`src/rtl/instruction_fetch_unit.sv`:
```
// instruction_fetch_unit: buffered multi-issue fetch stage with redirect flush
module instruction_fetch_unit #(
    parameter int XLEN        = 32,
    parameter int IMEM_DEPTH  = 32,
    parameter int FETCH_WIDTH = 2,
    parameter int BUF_DEPTH   = 4,
    parameter int RESET_PC    = 0
) (
    input  logic                            clk,
    input  logic                            rst,
    output logic                            imem_req,
    output logic [$clog2(IMEM_DEPTH)-1:0]   imem_addr,
    input  logic [FETCH_WIDTH*XLEN-1:0]     imem_rdata,
    input  logic                            redirect_valid,
    input  logic [$clog2(IMEM_DEPTH)-1:0]   redirect_pc,
    output logic [1:0]                      out_valid,
    output logic [XLEN-1:0]                 out_instr0,
    output logic [XLEN-1:0]                 out_instr1,
    output logic [$clog2(IMEM_DEPTH)-1:0]   out_pc0,
    output logic [$clog2(IMEM_DEPTH)-1:0]   out_pc1,
    input  logic [1:0]                      deq_count
);
    localparam int AW = $clog2(IMEM_DEPTH);
    localparam int PW = $clog2(BUF_DEPTH);
    localparam int CW = $clog2(BUF_DEPTH + 1);

    logic [AW-1:0]   fetch_pc;
    logic [AW-1:0]   inflight_pc;
    logic            inflight;
    logic [PW-1:0]   head;
    logic [PW-1:0]   tail;
    logic [CW-1:0]   count;
    logic [AW-1:0]   pc_buf [BUF_DEPTH];
    logic [XLEN-1:0] instr_buf [BUF_DEPTH];
    logic            enq;
    logic [1:0]      deq;
    logic [PW-1:0]   head1;

    // Circular pointer advance; steps never exceed BUF_DEPTH so one subtraction wraps
    function automatic logic [PW-1:0] ptr_add(input logic [PW-1:0] p, input int n);
        int s;
        s = int'(p) + n;
        return PW'((s >= BUF_DEPTH) ? s - BUF_DEPTH : s);
    endfunction

    // Request only when the buffer can absorb both the in-flight group and a new one
    always_comb begin
        imem_req = !rst && !redirect_valid &&
                   (int'(count) + (inflight ? FETCH_WIDTH : 0) + FETCH_WIDTH <= BUF_DEPTH);
        enq      = inflight && !redirect_valid;
        deq      = redirect_valid ? 2'd0 : deq_count;
        head1    = ptr_add(head, 1);
    end

    assign imem_addr  = fetch_pc;
    assign out_valid  = (count == '0) ? 2'b00 : (count == CW'(1)) ? 2'b01 : 2'b11;
    assign out_instr0 = instr_buf[head];
    assign out_instr1 = instr_buf[head1];
    assign out_pc0    = pc_buf[head];
    assign out_pc1    = pc_buf[head1];

    // Control state: fetch pointer, in-flight tracking, buffer occupancy
    always_ff @(posedge clk) begin
        if (rst) begin
            fetch_pc    <= AW'(RESET_PC);
            inflight_pc <= '0;
            inflight    <= 1'b0;
            head        <= '0;
            tail        <= '0;
            count       <= '0;
        end else if (redirect_valid) begin
            fetch_pc <= redirect_pc;
            inflight <= 1'b0;
            head     <= '0;
            tail     <= '0;
            count    <= '0;
        end else begin
            if (imem_req) begin
                fetch_pc    <= fetch_pc + AW'(FETCH_WIDTH);
                inflight_pc <= fetch_pc;
            end
            inflight <= imem_req;
            if (enq)
                tail <= ptr_add(tail, FETCH_WIDTH);
            head  <= ptr_add(head, int'(deq));
            count <= CW'(int'(count) + (enq ? FETCH_WIDTH : 0) - int'(deq));
        end
    end

    // Buffer storage: append the returning group at the tail, PCs wrap within the group
    always_ff @(posedge clk) begin
        if (!rst && enq)
            for (int k = 0; k < FETCH_WIDTH; k++) begin
                pc_buf[ptr_add(tail, k)]    <= inflight_pc + AW'(k);
                instr_buf[ptr_add(tail, k)] <= imem_rdata[k*XLEN +: XLEN];
            end
    end
endmodule

```
`config.mk`:
```
export PLATFORM = sky130hd
export DESIGN_NAME = instruction_fetch_unit
export DESIGN_NICKNAME = d
export VERILOG_FILES = /design/src/rtl/instruction_fetch_unit.sv
export SDC_FILE = /design/constraint.sdc
export NUM_CORES = 1
export LEC_CHECK = 0
export ABC_AREA = 1
export BUFFER_PORTS_ARGS = -buffer_cell sky130_fd_sc_hd__buf_2
export CAP_MARGIN = 20
export CORE_AREA = 4 4 131 108
export CTS_CLUSTER_SIZE = 40
export DETAILED_ROUTE_END_ITERATION = 8
export DIE_AREA = 0 0 135 112
export GPL_ROUTABILITY_DRIVEN = 0
export PLACE_DENSITY = 0.91
export REMOVE_ABC_BUFFERS = 1
export SYNTH_ARGS = -nofsm -noshare
export SYNTH_HDL_FRONTEND = slang
export SYNTH_SLANG_ARGS = --single-unit
```
`constraint.sdc`:
```
create_clock -name clk -period 10.75 [get_ports clk]
set_input_delay 1.075 -clock clk [delete_from_list [all_inputs] [get_ports clk]]
set_output_delay 1.075 -clock clk [all_outputs]
set_load 0.02 [all_outputs]
```
==> results of run 1 <==
-- cells by family after synthesis --
logic type | synth area share (%)
buffers and inverters | 5.620
DFF | 63.96
xor gates and xnor gates | 0.5855
adders and majority gates | 1.438
and+or+nand+nor | 10.75
AOI/OAI and AO/OA | 17.65
-- area by class of cell --
class | instances | area, um^2 | share of cell area (%)
flip-flops and latches | 165 | 4787 | 53.84
multi-input cells | 467 | 2291 | 25.77
repair buffers | 160 | 833.3 | 9.372
clock buffers | 20 | 436.7 | 4.911
well taps | 175 | 219.0 | 2.463
inverters | 50 | 192.7 | 2.167
clock inverters | 12 | 128.9 | 1.449
diodes | 1 | 2.502 | 0.02815
-- synthesized netlist by cell type (3+ instances only) --
cell | instances | area (um^2)
edfxtp_1 | 148 | 4444
nor2_1 | 109 | 409.1
a21oi_1 | 107 | 535.5
o21ai_0 | 90 | 450.4
o21ai_1 | 58 | 290.3
inv_1 | 46 | 172.7
nand3_1 | 46 | 230.2
nand2_1 | 28 | 105.1
clkbuf_1 | 22 | 82.58
buf_2 | 21 | 105.1
dfxtp_1 | 17 | 340.3
ha_1 | 7 | 87.58
o22ai_1 | 7 | 43.79
inv_2 | 3 | 11.26
nand2_2 | 3 | 18.77
xnor2_1 | 3 | 26.28
-- critical path: cells and delay by family, from the launching register on --
kind / cells / cell delay, ns
buffers and inverters: 4 / 1.89
flip-flops: 1 / 0.31
AO/OA/AOI/OAI: 2 / 0.43
-- path summary, 6_finish.rpt --
path / from / end / slack [ns] / cells after the start
setup / recovery: head[0] / out_pc0[0] / 6.54 / 6
hold reg to reg: tail[1] / tail[1] / 0.48 / 2
setup reg to reg: inflight / instr_buf[2][20] / 8.92 / 3
hold / removal: tail[1] / tail[1] / 0.48 / 2
-- state kept, by name, indices dropped and copies added, names as in the netlist --
| name | count |
|---|---|
| tail | 1 |
| inflight_pc | 5 |
| head | 2 |
| inflight | 1 |
| count | 3 |
| imem_addr | 5 |
| pc_buf | 20 |
| instr_buf | 128 |
-- per-stage QoR --
stage	setup slack, ns	instance area (um^2)	hold WS [ns]
after floorplan	3.796	7248	0.4411
after global placement	7.140	8295	0.4511
after detailed placement	7.042	8295	0.4601
after CTS	6.568	8861	0.4709
after global routing	6.321	8889	0.5154
final	6.543	8891	0.4780
-- per-layer routing --
metal  vias to the layer above  wire length [um]  track usage (%)
met2                       318              8364            36.69
met1                      2786              6825            29.32
met5                         -                 7                0
li1                       2862                 -                -
met3                        28              1602            4.923
met4                         2               231            7.119
-- power by group --
part	total (mW)	switching [mW]	internal (mW)	leakage, nW
logic	0.149	0.0986	0.0504	1.77
clock network	0.579	0.237	0.342	0.272
registers	0.724	0.0108	0.713	1.48
==> impl_metrics.env, run 1 <==
export IMPL_peakVddDrop_v=0.0001338
export IMPL_powerDensity_nw_per_um2=163.3
export IMPL_insertion_delay_ns=0.41
export IMPL_max_freq_mhz=237.7
export IMPL_avgRoutedWirePerCell_um=16.22
export IMPL_core_area_um2=12730
export IMPL_grt_overflow_total=0
export IMPL_ant_nets=0
export IMPL_grt_pass1_wl_mm=26.50
export IMPL_crit_slowest_cell="buf_4"
export IMPL_antenna_found_initial=1
export IMPL_cts_root_buf="clkbuf_16"
export IMPL_arrival_ns=3.13
export IMPL_ys_seq_area_share_pct=63.96
export IMPL_postCtsResizedCells=0
export IMPL_drc_errors=0
export IMPL_syn_area_per_cell_um2=10.23
export IMPL_netlist_area_um2=7481
export IMPL_end_kind="primary output"
export IMPL_utilization_pct=69.84
export IMPL_hold_path_class="flop to flop"
export IMPL_drtIter0Drc=567
export IMPL_cp_common_cell="buf_4"
export IMPL_grt_max_degree=141
export IMPL_worstMarginPinSlew_ns=1.024
export IMPL_wl_mm=17.03
export IMPL_initial_utilization_pct=58.76
export IMPL_fp_dieW_um=135
export IMPL_maxCapViolations=0
export IMPL_clk_pin_slew_ns=0.06
export IMPL_p_total_mw=1.452
export IMPL_slowest_delay_ns=0.75
export IMPL_skew_ns=0.009399
export IMPL_via_per_inst=5.710
export IMPL_drive_above_1_share_pct=23.23
export IMPL_syn_inst=731
export IMPL_synth_edf_count=148
export IMPL_finalSetupTns_ns=0
export IMPL_htreeDepth=4
export IMPL_run_status="finished, final reports clean"
export IMPL_cp_cell_sequence="buf_4, inv_4, buf_4, o21ai_0, o22ai_1, buf_2"
export IMPL_yosys_register_bits=165
export IMPL_numCtsBuffers=17
export IMPL_slew_violations=0
export IMPL_dr_total_vias=5996
export IMPL_cts_tree="built"
export IMPL_place_hpwl_mm=10.33
export IMPL_num_nets_final=943
export IMPL_ioPinCount=156
export IMPL_fin_cells=1050
export IMPL_clockBufferDepth=2
export IMPL_grt_usage_pct=22.16
export IMPL_rows=37
export IMPL_critPathKind="flop to primary output"
export IMPL_fin_crit_ns=4.207
export IMPL_io_buffers=155
export IMPL_die_area_um2=15120
export IMPL_die_y_um=112
export IMPL_areaGrowthSynthToFinish_pct=18.85
export IMPL_rsz0062_at_grt="false"
export IMPL_worstPathRequired_ns=9.68
export IMPL_cts_hold_buf=0
export IMPL_first_pass_iters=5
export IMPL_synth_ff_type="edfxtp_1"
export IMPL_cp_start_kind="flop"
export IMPL_cts_sinks=165
export IMPL_slew_headroom_pct=31.76
export IMPL_dpl_cell_count=1016
export IMPL_final_common_cell="buf_2"
export IMPL_postCtsSetupBuffers=0
export IMPL_fillers=930
export IMPL_grt_pass1_vias=5370
export IMPL_async_reset_ff_share_pct=0
export IMPL_finalHoldViolCount=0
export IMPL_crit_path_max_fanout=92
export IMPL_synth_warnings=0
export IMPL_layout_common_cells="155 x buf_2, 148 x edfxtp_1, 108 x nor2_1"
export IMPL_setup_viol=0
export IMPL_p_leak_nw=3.520
export IMPL_synth_cell_types=27
export IMPL_fin_crit_sh_pct=39.14
Power figures use the tool's default switching activity.
==> run 2: changes to the inputs <==
--- a/config.mk
+++ b/config.mk
@@ -8,12 +8,12 @@
 export ABC_AREA = 1
 export BUFFER_PORTS_ARGS = -buffer_cell sky130_fd_sc_hd__buf_2
 export CAP_MARGIN = 20
-export CORE_AREA = 4 4 131 108
+export CORE_AREA = 4 4 142 117
 export CTS_CLUSTER_SIZE = 40
 export DETAILED_ROUTE_END_ITERATION = 8
-export DIE_AREA = 0 0 135 112
+export DIE_AREA = 0 0 146 121
 export GPL_ROUTABILITY_DRIVEN = 0
-export PLACE_DENSITY = 0.91
+export PLACE_DENSITY = 0.83
 export REMOVE_ABC_BUFFERS = 1
 export SYNTH_ARGS = -nofsm -noshare
 export SYNTH_HDL_FRONTEND = slang
==> constraint.sdc (replaced) <==
create_clock -name clk -period 3.79 [get_ports clk]
set_input_delay 0.379 -clock clk [delete_from_list [all_inputs] [get_ports clk]]
set_output_delay 0.379 -clock clk [all_outputs]
set_load 0.02 [all_outputs]
==> impl_metrics.env, run 2 (synthesis gave the netlist of run 1 again) <==
export IMPL_htreeDepth=4
export IMPL_avgRoutedWirePerCell_um=16.06
export IMPL_initial_utilization_pct=48.77
export IMPL_crit_path_max_fanout=104
export IMPL_numCtsBuffers=17
export IMPL_drtIter0Drc=447
export IMPL_largest_reg_flops=128
export IMPL_grt_usage_pct=19.44
export IMPL_dr_total_vias=5846
export IMPL_dpl_cell_count=1038
export IMPL_powerDensity_nw_per_um2=490.1
export IMPL_cp_start_kind="flop"
export IMPL_slew_headroom_pct=37.12
export IMPL_via_per_inst=5.458
export IMPL_finalHoldViolCount=0
export IMPL_end_kind="primary output"
export IMPL_grt_pass1_wl_mm=26.79
export IMPL_largest_register="instr_buf"
export IMPL_antenna_found_initial=2
export IMPL_first_pass_iters=5
export IMPL_reg2reg_depth=5
export IMPL_rr_endpoint="head[1]"
export IMPL_core_area_um2=15340
export IMPL_drc_errors=0
export IMPL_arrival_ns=2.46
export IMPL_worstPathRequired_ns=3.41
export IMPL_p_leak_nw=3.599
export IMPL_cts_sinks=165
export IMPL_grt_pass1_vias=5443
export IMPL_layout_setup_ws_ns=0.9495
export IMPL_ioPinCount=156
export IMPL_setup_viol=0
export IMPL_min_path_cells=1
export IMPL_grt_overflow_total=0
export IMPL_critPathKind="flop to primary output"
export IMPL_place_hpwl_mm=11.00
export IMPL_worstMarginPinSlew_ns=0.9433
export IMPL_die_y_um=121
export IMPL_hp_start="imem_rdata[60]"
export IMPL_die_area_um2=17670
export IMPL_worstReg2RegStart="head[0]"
export IMPL_slew_violations=0
export IMPL_areaGrowthSynthToFinish_pct=21.26
export IMPL_fp_dieW_um=146
export IMPL_cts_root_buf="clkbuf_16"
export IMPL_p_total_mw=4.446
export IMPL_fin_crit_ns=2.840
export IMPL_skew_ns=0.005006
export IMPL_clockBufferDepth=2
export IMPL_postCtsResizedCells=0
export IMPL_ant_nets=0
export IMPL_clk_pin_slew_ns=0.06
export IMPL_layout_common_cells="155 x buf_2, 148 x edfxtp_1, 108 x nor2_1"
export IMPL_wl_mm=17.20
export IMPL_peakVddDrop_v=0.0003120
export IMPL_hold_path_class="primary input to flop"
export IMPL_maxCapViolations=0
export IMPL_r2r_slack_ns=1.99
export IMPL_rows=41
export IMPL_num_nets_final=946
export IMPL_reg_top3="instr_buf: 128 flops, pc_buf: 20 flops"
export IMPL_postCtsSetupBuffers=0
export IMPL_grt_max_degree=105
export IMPL_run_status="finished, final reports clean"
export IMPL_cts_hold_buf=0
export IMPL_dp_slack_ns=1.396
export IMPL_fin_crit_sh_pct=74.95
export IMPL_drive_above_1_share_pct=23.60
export IMPL_utilization_pct=59.14
export IMPL_insertion_delay_ns=0.41
export IMPL_hold_path_endpoint="instr_buf[3][28]"
export IMPL_fin_cells=1071
export IMPL_max_freq_mhz=352.1
export IMPL_io_buffers=155
export IMPL_final_common_cell="buf_2"
export IMPL_finalSetupTns_ns=0
export IMPL_cts_tree="built"
export IMPL_rsz0062_at_grt="false"
run 2: worst max path at each step:
| stage | end | cells after the start | slack (ns) | from |
|---|---|---|---|---|
| CTS | out_instr1[3] | 6 | 0.94 | head[1] |
| global route | out_instr1[4] | 6 | 0.71 | head[1] |
| floorplan | instr_buf[2][0] | 3 | -2.47 | redirect_valid |
| global placement | out_instr1[10] | 6 | 1.47 | head[1] |
| finish | out_instr1[3] | 6 | 0.95 | head[1] |
| detailed placement | out_instr1[3] | 6 | 1.40 | head[1] |
run 2: report_power, final:
group	internal [mW]	switching, mW	total (mW)
Combinational	0.145	0.282	0.427
Clock	1.30	0.666	1.97
Sequential	2.02	0.0298	2.05
Total	3.47	0.978	4.45
run 2: final cells by class:
type                            count  area (um^2)
Inverter                           50        192.7
Clock buffer                       18        429.2
Tap cell                          193        241.5
Clock inverter                     14        254.0
Antenna cell                        1        2.502
Multi-Input combinational cell    467         2291
Sequential cell                   165         4787
Fill cell                        1238         6267
Timing Repair Buffer              163        873.3
run 2: per-layer routing:
metal  share of wire, %  GRT usage, %  vias up  wire length [um]
met5               0.16             0        -                27
met4                2.4         6.757        4               420
met3                8.6         6.497       38              1486
met2                 48         32.62      268              8256
met1                 41         23.80     2669              7004
li1                   -             -     2867                 -
run 2: per-stage QoR:
step / area (um^2) / hold slack (ns)
after floorplan: 7248 / 0.4411
after global placement: 8386 / 0.4505
after detailed placement: 8386 / 0.4598
after CTS: 9069 / 0.1241
after global routing: 9069 / 0.1216
final: 9071 / 0.1489
run 2: worst max-delay path, stage by stage, from the launching register on:
cell     delay (ns)
dfxtp_2        0.46
inv_4          0.73
buf_4          0.36
a21oi_1        0.09
a21oi_1        0.12
o21ai_0        0.09
buf_2          0.17
==> run 3: changes to the inputs <==
--- a/config.mk
+++ b/config.mk
@@ -5,15 +5,15 @@
 export SDC_FILE = /design/constraint.sdc
 export NUM_CORES = 1
 export LEC_CHECK = 0
-export ABC_AREA = 1
+export ABC_AREA = 0
 export BUFFER_PORTS_ARGS = -buffer_cell sky130_fd_sc_hd__buf_2
 export CAP_MARGIN = 20
-export CORE_AREA = 4 4 142 117
+export CORE_AREA = 4 4 141 116
 export CTS_CLUSTER_SIZE = 40
 export DETAILED_ROUTE_END_ITERATION = 8
-export DIE_AREA = 0 0 146 121
+export DIE_AREA = 0 0 145 120
 export GPL_ROUTABILITY_DRIVEN = 0
-export PLACE_DENSITY = 0.83
+export PLACE_DENSITY = 0.82
 export REMOVE_ABC_BUFFERS = 1
 export SYNTH_ARGS = -nofsm -noshare
 export SYNTH_HDL_FRONTEND = slang
==> constraint.sdc (replaced) <==
create_clock -name clk -period 2.39 [get_ports clk]
set_input_delay 0.239 -clock clk [delete_from_list [all_inputs] [get_ports clk]]
set_output_delay 0.239 -clock clk [all_outputs]
set_load 0.02 [all_outputs]
==> impl_metrics.env, run 3 <==
export IMPL_grt_usage_pct=17.88
export IMPL_yosysTopAreaCell="edfxtp_1"
export IMPL_htreeDepth=4
export IMPL_fillers=1045
export IMPL_synth_most_common_cell="edfxtp_1"
export IMPL_worstMarginPinSlew_ns=0.5447
export IMPL_via_per_inst=5.625
export IMPL_fin_crit_sh_pct=97.61
export IMPL_die_area_um2=17400
export IMPL_yosys_register_bits=165
export IMPL_multi_input_area_um2=2248
export IMPL_synth_top_area_share_pct=61.75
export IMPL_slew_violations=0
export IMPL_drc_errors=0
export IMPL_largest_register="instr_buf"
export IMPL_grt_overflow_total=0
export IMPL_antenna_found_initial=0
export IMPL_syn_area_per_cell_um2=21.04
export IMPL_avgRoutedWirePerCell_um=19.67
export IMPL_end_kind="primary output"
export IMPL_clockBufferDepth=2
export IMPL_setup_viol=0
export IMPL_p_leak_nw=3.316
export IMPL_grt_max_degree=45
export IMPL_ys_seq_area_share_pct=66.48
export IMPL_synth_area_leaders="edfxtp_1 62%, mux4_2 23%, dfxtp_1 4.7%, ha_1 1.2%, buf_6 0.94%"
export IMPL_fin_crit_ns=2.333
export IMPL_insertion_delay_ns=0.42
export IMPL_fin_cells=760
export IMPL_dr_total_vias=4275
export IMPL_netlist_area_um2=7197
export IMPL_async_reset_ff_share_pct=0
export IMPL_arrival_ns=2.09
export IMPL_reg2reg_depth=8
export IMPL_grt_pass1_wl_mm=24.36
export IMPL_cts_sinks=165
export IMPL_cp_start_kind="flop"
export IMPL_critPathKind="flop to primary output"
export IMPL_wl_mm=14.95
export IMPL_rows=40
export IMPL_synth_ff_type="edfxtp_1"
export IMPL_skew_ns=0.008563
export IMPL_initial_utilization_pct=48.42
export IMPL_dpl_cell_count=679
export IMPL_io_buffers=155
export IMPL_first_pass_iters=4
export IMPL_hold_path_class="primary input to flop"
export IMPL_slew_headroom_pct=63.38
export IMPL_ant_nets=0
export IMPL_max_freq_mhz=428.7
export IMPL_hold_ws_ns=0.02042
export IMPL_die_y_um=120
export IMPL_fp_dieW_um=145
export IMPL_num_nets_final=640
export IMPL_synth_cell_types=39
export IMPL_core_area_um2=14860
export IMPL_utilization_pct=62.74
export IMPL_largest_reg_flops=128
export IMPL_run_status="finished, final reports clean"
export IMPL_drive_above_1_share_pct=50.61
export IMPL_ioPinCount=156
export IMPL_reg_top3="instr_buf: 128 flops, pc_buf: 20 flops"
export IMPL_peakVddDrop_v=0.0005112
export IMPL_syn_inst=342
export IMPL_ff_latch_area_um2=4793
export IMPL_powerDensity_nw_per_um2=724.2
export IMPL_ys_top_cells_by_count="148 x edfxtp_1, 74 x mux4_2, 17 x dfxtp_1"
export IMPL_numCtsBuffers=17
export IMPL_cts_root_buf="clkbuf_16"
export IMPL_final_common_cell="buf_2"
export IMPL_rsz0062_at_grt="true"
export IMPL_p_total_mw=6.754
export IMPL_layout_common_cells="155 x buf_2, 148 x edfxtp_1, 74 x mux4_2"
export IMPL_synth_edf_count=148
export IMPL_drtIter0Drc=251
export IMPL_crit_path_max_fanout=8
export IMPL_place_hpwl_mm=10.19
export IMPL_finalHoldViolCount=0
export IMPL_worstPathRequired_ns=2.15
export IMPL_n_antenna_cell=0
export IMPL_synth_warnings=0
export IMPL_grt_pass1_vias=4569
export IMPL_min_path_cells=1
export IMPL_cts_tree="built"
export IMPL_maxCapViolations=0
export IMPL_clk_pin_slew_ns=0.06
export IMPL_areaGrowthSynthToFinish_pct=29.57
## run 3: changes by cell type in the layout (fill, tap and decap cells not counted), moves of 5 or more
cell,previous run,this run
a21oi_1,107,1
bufinv_16,7,2
dlygate4sd3_1,0,46
inv_1,46,11
mux4_2,0,74
nand2_1,27,4
nand3_1,46,5
nor2_1,108,4
nor2b_1,0,6
o21ai_0,90,3
o21ai_1,58,0
o22ai_1,7,0
## run 3: cells by family after synthesis
family	Yosys count	synth area share, %
fa+ha+maj	8	1.495
flops	165	66.48
xor+xnor	8	0.9736
buf+inv	30	2.469
compound gates	13	1.443
simple gates	37	2.955
mux	81	24.18
## run 3: final cells by class
cell class,count,area share (%)
Sequential cell,165,51.40
Clock inverter,13,1.597
Timing Repair Buffer,215,15.23
Inverter,12,0.4830
Multi-Input combinational cell,147,24.11
Clock buffer,19,4.642
Tap cell,189,2.536
## run 3: repair_timing
item	4_1_cts	5_1_grt
buffers inserted	1	2
endpoints found under the hold margin	87	3
endpoints found under the setup margin	1	8
resized for setup	0	3
hold buffers	44	2
pin swaps	2	1
## run 3: per-stage QoR
stage,cell area (um^2),TNS (ns),worst slack (ns)
after global routing,9325,-0.03162,-0.03162
after floorplan,7064,-571.95,-5.800
after CTS,9283,0,0.0004634
after global placement,8253,0,0.4553
after detailed placement,8253,0,0.3537
final,9325,0,0.05714
## run 3: layer usage
metal / vias to the layer above / global-route usage, % / share of wire (%)
met5: - / 0 / 0
met4: 0 / 5.638 / 1.7
met3: 20 / 5.889 / 7.1
met2: 182 / 29.34 / 50
met1: 2181 / 22.89 / 41
li1: 1892 / - / -
## run 3: power by group
| part | switching (mW) | leakage (nW) | total [mW] | internal [mW] |
|---|---|---|---|---|
| Combinational | 0.420 | 1.56 | 0.811 | 0.391 |
| Clock | 1.10 | 0.281 | 2.66 | 1.56 |
| Sequential | 0.0654 | 1.48 | 3.28 | 3.22 |
| Total | 1.59 | 3.32 | 6.75 | 5.16 |
## run 3: worst max-delay path, stage by stage, from the launching register on
cell	delay, ns
dfxtp_2	0.36
inv_1	0.08
ha_1	0.20
inv_1	0.07
ha_2	0.31
and3b_2	0.28
o21ai_4	0.17
inv_2	0.05
buf_2	0.15
## run 3: worst paths after layout
path                           end      startpoint  slack [ns]
setup reg to reg    inflight_pc[4]        inflight        0.31
hold reg to reg       pc_buf[0][4]  inflight_pc[4]        0.52
setup / recovery          imem_req        inflight        0.06
hold / removal    instr_buf[0][23]  imem_rdata[23]        0.02
